### config.mk
export PLATFORM = sky130hd
export DESIGN_NAME = chunked_add_sub
export DESIGN_NICKNAME = d
export VERILOG_FILES = /design/src/rtl/add_sub_pkg.sv /design/src/rtl/add_chunk.sv /design/src/rtl/chunked_add_sub.sv
export SDC_FILE = /design/constraint.sdc
export NUM_CORES = 1
export LEC_CHECK = 0
export BUFFER_PORTS_ARGS = -buffer_cell sky130_fd_sc_hd__buf_4
export CAP_MARGIN = 5
export CELL_PAD_IN_SITES_DETAIL_PLACEMENT = 0
export CELL_PAD_IN_SITES_GLOBAL_PLACEMENT = 1
export CORE_MARGIN = 2
export CORE_UTILIZATION = 35
export CTS_BUF_LIST = sky130_fd_sc_hd__clkbuf_8
export CTS_CLUSTER_DIAMETER = 40
export DETAILED_ROUTE_END_ITERATION = 7
export PLACE_DENSITY_LB_ADDON = 0.1
export SETUP_SLACK_MARGIN = 0.1
export SYNTH_ARGS = -nofsm -noshare
export SYNTH_HDL_FRONTEND = slang
export SYNTH_SLANG_ARGS = --single-unit
### constraint.sdc
create_clock -name clk -period 5.4 [get_ports clk]
set_input_delay 0.27 -clock clk [delete_from_list [all_inputs] [get_ports clk]]
set_output_delay 0.27 -clock clk [all_outputs]
set_load 0.02 [all_outputs]
### src/rtl/add_sub_pkg.sv
// Shared types and helpers for the chunked adder/subtractor.
package add_sub_pkg;

    // Operation sequencer states.
    typedef enum logic [1:0] {
        IDLE = 2'd0,
        BUSY = 2'd1,
        DONE = 2'd2
    } state_t;

    // Number of CHUNK-wide slices in a WIDTH-wide operand.
    function automatic int calc_nchunk(input int width, input int chunk);
        return width / chunk;
    endfunction

    // Width of the chunk index; never narrower than one bit.
    function automatic int calc_idx_w(input int nchunk);
        return (nchunk > 1) ? $clog2(nchunk) : 1;
    endfunction

    // Signed overflow: both operands agree in sign but the result does not.
    // m_msb is the MSB of the (possibly inverted) second operand.
    function automatic logic calc_overflow(input logic a_msb, input logic m_msb,
                                           input logic r_msb);
        return (a_msb == m_msb) && (r_msb != a_msb);
    endfunction

endpackage

### src/rtl/add_chunk.sv
// CHUNK-bit ripple adder slice; the only long combinational path of the block.
module add_chunk #(
    parameter int CHUNK = 8
) (
    input  logic [CHUNK-1:0] a,
    input  logic [CHUNK-1:0] b,
    input  logic             cin,
    output logic [CHUNK-1:0] sum,
    output logic             cout
);

    // Plain addition with carry in; maps to a CHUNK-stage carry chain.
    assign {cout, sum} = {1'b0, a} + {1'b0, b} + {{CHUNK{1'b0}}, cin};

endmodule

### src/rtl/chunked_add_sub.sv
// Multi-cycle two's-complement adder/subtractor, CHUNK bits per clock,
// least-significant chunk first, with carry/overflow/zero/negative flags.
//
// Handshake: an operation is accepted on a rising edge where in_valid and
// in_ready are both 1; a result is consumed on a rising edge where out_valid
// and out_ready are both 1. in_ready and out_valid are pure decodes of the
// registered state, so neither depends combinationally on any input.
module chunked_add_sub
    import add_sub_pkg::*;
#(
    parameter int WIDTH = 32,
    parameter int CHUNK = 8
) (
    input  logic             clk,
    input  logic             rst_n,
    input  logic             in_valid,
    output logic             in_ready,
    input  logic [WIDTH-1:0] a,
    input  logic [WIDTH-1:0] b,
    input  logic             op_sub,
    output logic             out_valid,
    input  logic             out_ready,
    output logic [WIDTH-1:0] result,
    output logic             carry_out,
    output logic             overflow,
    output logic             zero,
    output logic             negative
);

    localparam int NCHUNK = calc_nchunk(WIDTH, CHUNK);
    localparam int IDXW   = calc_idx_w(NCHUNK);

    // state is the observable sequencer state for checkers.
    state_t           state;
    state_t           state_nxt;

    logic [WIDTH-1:0] a_q;        // captured first operand
    logic [WIDTH-1:0] m_q;        // captured second operand, inverted for subtract
    logic [WIDTH-1:0] work_q;     // partial sum, kept internal until complete
    logic [WIDTH-1:0] work_nxt;
    logic             carry_q;
    logic [IDXW-1:0]  idx_q;
    logic             last_chunk;

    logic [CHUNK-1:0] a_ch;
    logic [CHUNK-1:0] m_ch;
    logic [CHUNK-1:0] sum_ch;
    logic             cout_ch;

    assign last_chunk = (idx_q == IDXW'(NCHUNK - 1));

    // Select the current chunk of each operand and merge its sum into the partial result.
    always_comb begin
        a_ch     = '0;
        m_ch     = '0;
        work_nxt = work_q;
        for (int k = 0; k < NCHUNK; k++) begin
            if (idx_q == IDXW'(k)) begin
                a_ch                         = a_q[k*CHUNK +: CHUNK];
                m_ch                         = m_q[k*CHUNK +: CHUNK];
                work_nxt[k*CHUNK +: CHUNK]   = sum_ch;
            end
        end
    end

    add_chunk #(.CHUNK(CHUNK)) u_add_chunk (
        .a    (a_ch),
        .b    (m_ch),
        .cin  (carry_q),
        .sum  (sum_ch),
        .cout (cout_ch)
    );

    // Next-state decode: accept in IDLE, step through chunks, hold in DONE until consumed.
    always_comb begin
        state_nxt = state;
        case (state)
            IDLE:    if (in_valid)   state_nxt = BUSY;
            BUSY:    if (last_chunk) state_nxt = DONE;
            DONE:    if (out_ready)  state_nxt = IDLE;
            default:                 state_nxt = IDLE;
        endcase
    end

    // State register; reset abandons any operation in flight.
    always_ff @(posedge clk or negedge rst_n) begin
        if (!rst_n) state <= IDLE;
        else        state <= state_nxt;
    end

    // Operand capture and per-chunk accumulation.
    always_ff @(posedge clk or negedge rst_n) begin
        if (!rst_n) begin
            a_q     <= '0;
            m_q     <= '0;
            work_q  <= '0;
            carry_q <= 1'b0;
            idx_q   <= '0;
        end else if (state == IDLE) begin
            if (in_valid) begin
                a_q     <= a;
                m_q     <= op_sub ? ~b : b;
                carry_q <= op_sub;
                work_q  <= '0;
                idx_q   <= '0;
            end
        end else if (state == BUSY) begin
            work_q  <= work_nxt;
            carry_q <= cout_ch;
            idx_q   <= idx_q + IDXW'(1);
        end
    end

    // Result and flags latch only on the final chunk, so no partial value is ever visible.
    always_ff @(posedge clk or negedge rst_n) begin
        if (!rst_n) begin
            result    <= '0;
            carry_out <= 1'b0;
            overflow  <= 1'b0;
            zero      <= 1'b0;
            negative  <= 1'b0;
        end else if (state == BUSY && last_chunk) begin
            result    <= work_nxt;
            carry_out <= cout_ch;
            overflow  <= calc_overflow(a_q[WIDTH-1], m_q[WIDTH-1], work_nxt[WIDTH-1]);
            zero      <= (work_nxt == '0);
            negative  <= work_nxt[WIDTH-1];
        end
    end

    assign in_ready  = (state == IDLE);
    assign out_valid = (state == DONE);

endmodule

==> run metrics <==
setup repair bufs after CTS 0; DR vias 5631; Avg Synthesized Cell Area 8.66 um2; mapped cell area 6710 um2; R2R depth 16; critical path's slowest cell a21oi_1; Crit path required time 5780 ps; CTS buffer count 17; antenna fix cells 0; Initial Utilization 0.358; CTS Hold Bufs 22; worst hold path stage count 3; CTS sink count 128; clk_lat worst skew 450 ps; final worst slack 908 ps; unrepaired setup endpoints after global routing no; PostCTS Resize Cnt 0; Slew @ Worst Pin 1010 ps; area occupied by registers 3200 um2; crit start category flip-flop; Relative slew margins 0.327; initial antenna violation count 0; setup TNS 0 ps; Post-DP HPWL 13100 um; # IOs 107; Synth area leader dfrtp_1; vias in the first global route 5520; Synth Flop Type dfrtp_1; total power 5.88 mW; Final Skew 13.7 ps; leakage 3.85 nW; area of the multi-input gates 3210 um2; EDFF count, synth 0; FILL cells 1908; CTS tree yes; CP dominant cell by count a21oi_1; min Tclk post-route 4490 ps; GRT Total Usage 0.191; fin crit share 0.832; First-pass DRT Iterations 4; grt ovf 0; post-route ant nets 0; Crit path arrival time 4870 ps; Clock transition at path regs 90 ps; Die Y 143 um; Inst Count DP 1067; syn_nets 857; dpl ws 859 ps; worst vdd ir 264 uV; max cap viols 0; first-pass GRT wire length 29700 um; Die ar. 20300 um2; Synth Register Bits 128; CP max stage delay 590 ps; H-tree level count 4; Slew Limit Fails 0; Buffers on Ports 106; DRC Markers 0; hold_ws 26.4 ps; CP Capture Type flip-flop; largest net degree at the start of global routing 104; sequential cell area fraction in the yosys report 0.477; Fmax 223 MHz; Clock Tree Buf Depth 2; Crit Path Max Fanout 15; synth-to-layout area growth 22.7%; Netlist cell types 53; Syn. warnings 0; post-synthesis cell count 775; gpl congestion 0.857; final hold vios 0; Async SR Flop Fraction 1.00; Final Net Count 957; Core ar. 18800 um2; drt initial violations 355; Post-Layout Cell Count 1122; Cell Pwr Density 714 nW/um2; Worst Hold Class primary input to flip-flop; Avg WL per Cell 16.7 um; Die X 143 um; CP Cell Sequence inv_1 -> ha_1 -> nor2b_1 -> a22oi_1 -> nor2_1 -> a21oi_1 -> nor2_1 -> a21oi_1 -> fa_1 -> fa_1 -> nand2b_1 -> a21oi_1 -> o21ai_2 -> a21oi_1 -> mux2i_1 -> o21ai_0; cell at the root of the clock tree clkbuf_8; DR vias/cell 5.02; final wirelength 18800 um; layout cell share with drive strength beyond 1 0.180; status complete, no violations; share of the synthesized area in the top cell type 0.477; row cnt 50; cells taking the most area after synthesis dfrtp_1 48%, nand2_1 11%, o21ai_0 6.3%, xnor2_1 4.4%, nor2_1 3.4%; Crit Path Category flip-flop to flip-flop; Final setup viols 0
## path summary, 6_finish.rpt
check	startpoint	to	slack, ps
worst min-delay path	a[22]	a_q[22]	30
worst min register to register	a_q[28]	a_q[28]	480
max in group asynchronous	rst_n	m_q[17]	3530
worst max register to register	idx_q[1]	result[6]	910
worst max-delay path	idx_q[1]	result[6]	910
min in group asynchronous	rst_n	result[31]	390
## final cells by class
cell class	count	share of cell area
Sequential cell	128	0.389
Clock buffer	18	0.0301
Clock inverter	14	0.0175
Inverter	12	0.00547
Multi-Input combinational cell	578	0.390
Timing Repair Buffer	138	0.133
Tap cell	234	0.0356
## worst max-delay path, delay by kind of cell (launching register included)
kind                       cells  cell delay [ps]
buffers and inverters          1              110
and+or+nand+nor                4              760
adders and majority gates      3             1490
AOI/OAI and AO/OA              7             1470
DFF                            1              400
muxes                          1              160
## synth_stat cells, types with 4 or more instances
cell	count
nor2b_1	8
nand2_1	203
a31oi_1	4
buf_1	5
clkbuf_1	40
buf_2	5
a22o_1	15
inv_1	12
xnor2_1	34
o21ai_0	85
dfrtp_1	128
and2_1	4
nor3_1	10
o2111ai_1	9
nand3_1	8
nand2b_1	6
mux2i_1	21
ha_1	11
nor2_1	61
a21oi_1	44
a21o_1	4
a32o_1	5
## stage by stage
step | area, um2 | utilization
floorplan | 6710 | -
global placement | 7610 | 0.406
detailed placement | 7610 | 0.406
CTS | 8230 | 0.438
global route | 8240 | 0.439
finish | 8240 | 0.439
## report_power, final
part	internal, mW	switching, mW
clock network	0.392	0.443
logic	1.21	2.22
registers	1.37	0.244
total	2.97	2.91
## placed cells by master, fill, tap and decap left out, types with 3 or more instances in the layout
| cell | count |
|---|---|
| a32o_1 | 5 |
| a21boi_0 | 3 |
| a31oi_1 | 4 |
| mux2i_1 | 21 |
| nand3_1 | 8 |
| nor3_1 | 10 |
| nand2_1 | 202 |
| o2111ai_1 | 9 |
| nor2b_1 | 8 |
| o21ai_0 | 85 |
| a22o_1 | 15 |
| a22oi_1 | 3 |
| and2_1 | 4 |
| buf_4 | 115 |
| inv_6 | 6 |
| clkinv_4 | 3 |
| ha_1 | 9 |
| dfrtp_1 | 128 |
| clkbuf_8 | 18 |
| dlygate4sd3_1 | 23 |
| a21o_1 | 4 |
| a21oi_1 | 44 |
| o21ai_1 | 3 |
| nor2_1 | 61 |
| xnor2_1 | 34 |
| inv_1 | 12 |
| nand2b_1 | 6 |
## metal layers
| layer | track usage | routed length (um) | up-vias |
|---|---|---|---|
| li1 | - | - | 2821 |
| met1 | 0.255 | 8710 | 2659 |
| met2 | 0.304 | 8770 | 127 |
| met3 | 0.0397 | 740 | 24 |
| met4 | 0.0792 | 535 | 0 |
| met5 | 0 | 0 | - |
## cells by family (layout without fill, tap and decap cells)
family,count (synthesis),in the layout,share of synthesized area
adder cells (fa/ha/maj),13,13,0.0265
buffers and inverters,69,182,0.0460
AND/OR/NAND/NOR,317,317,0.197
XOR/XNOR,35,35,0.0457
flip-flops,128,128,0.477
AO/OA/AOI/OAI,192,192,0.177
multiplexers,21,21,0.0313
## sequential cells by signal, indices dropped and copies added (netlist names)
register and flops:
carry_q 1, idx_q 2, work_q 24, result 32
carry_out 1, m_q 32, state 2, overflow 1
a_q 32, zero 1
No activity file was read; power rests on OpenSTA's default activity.
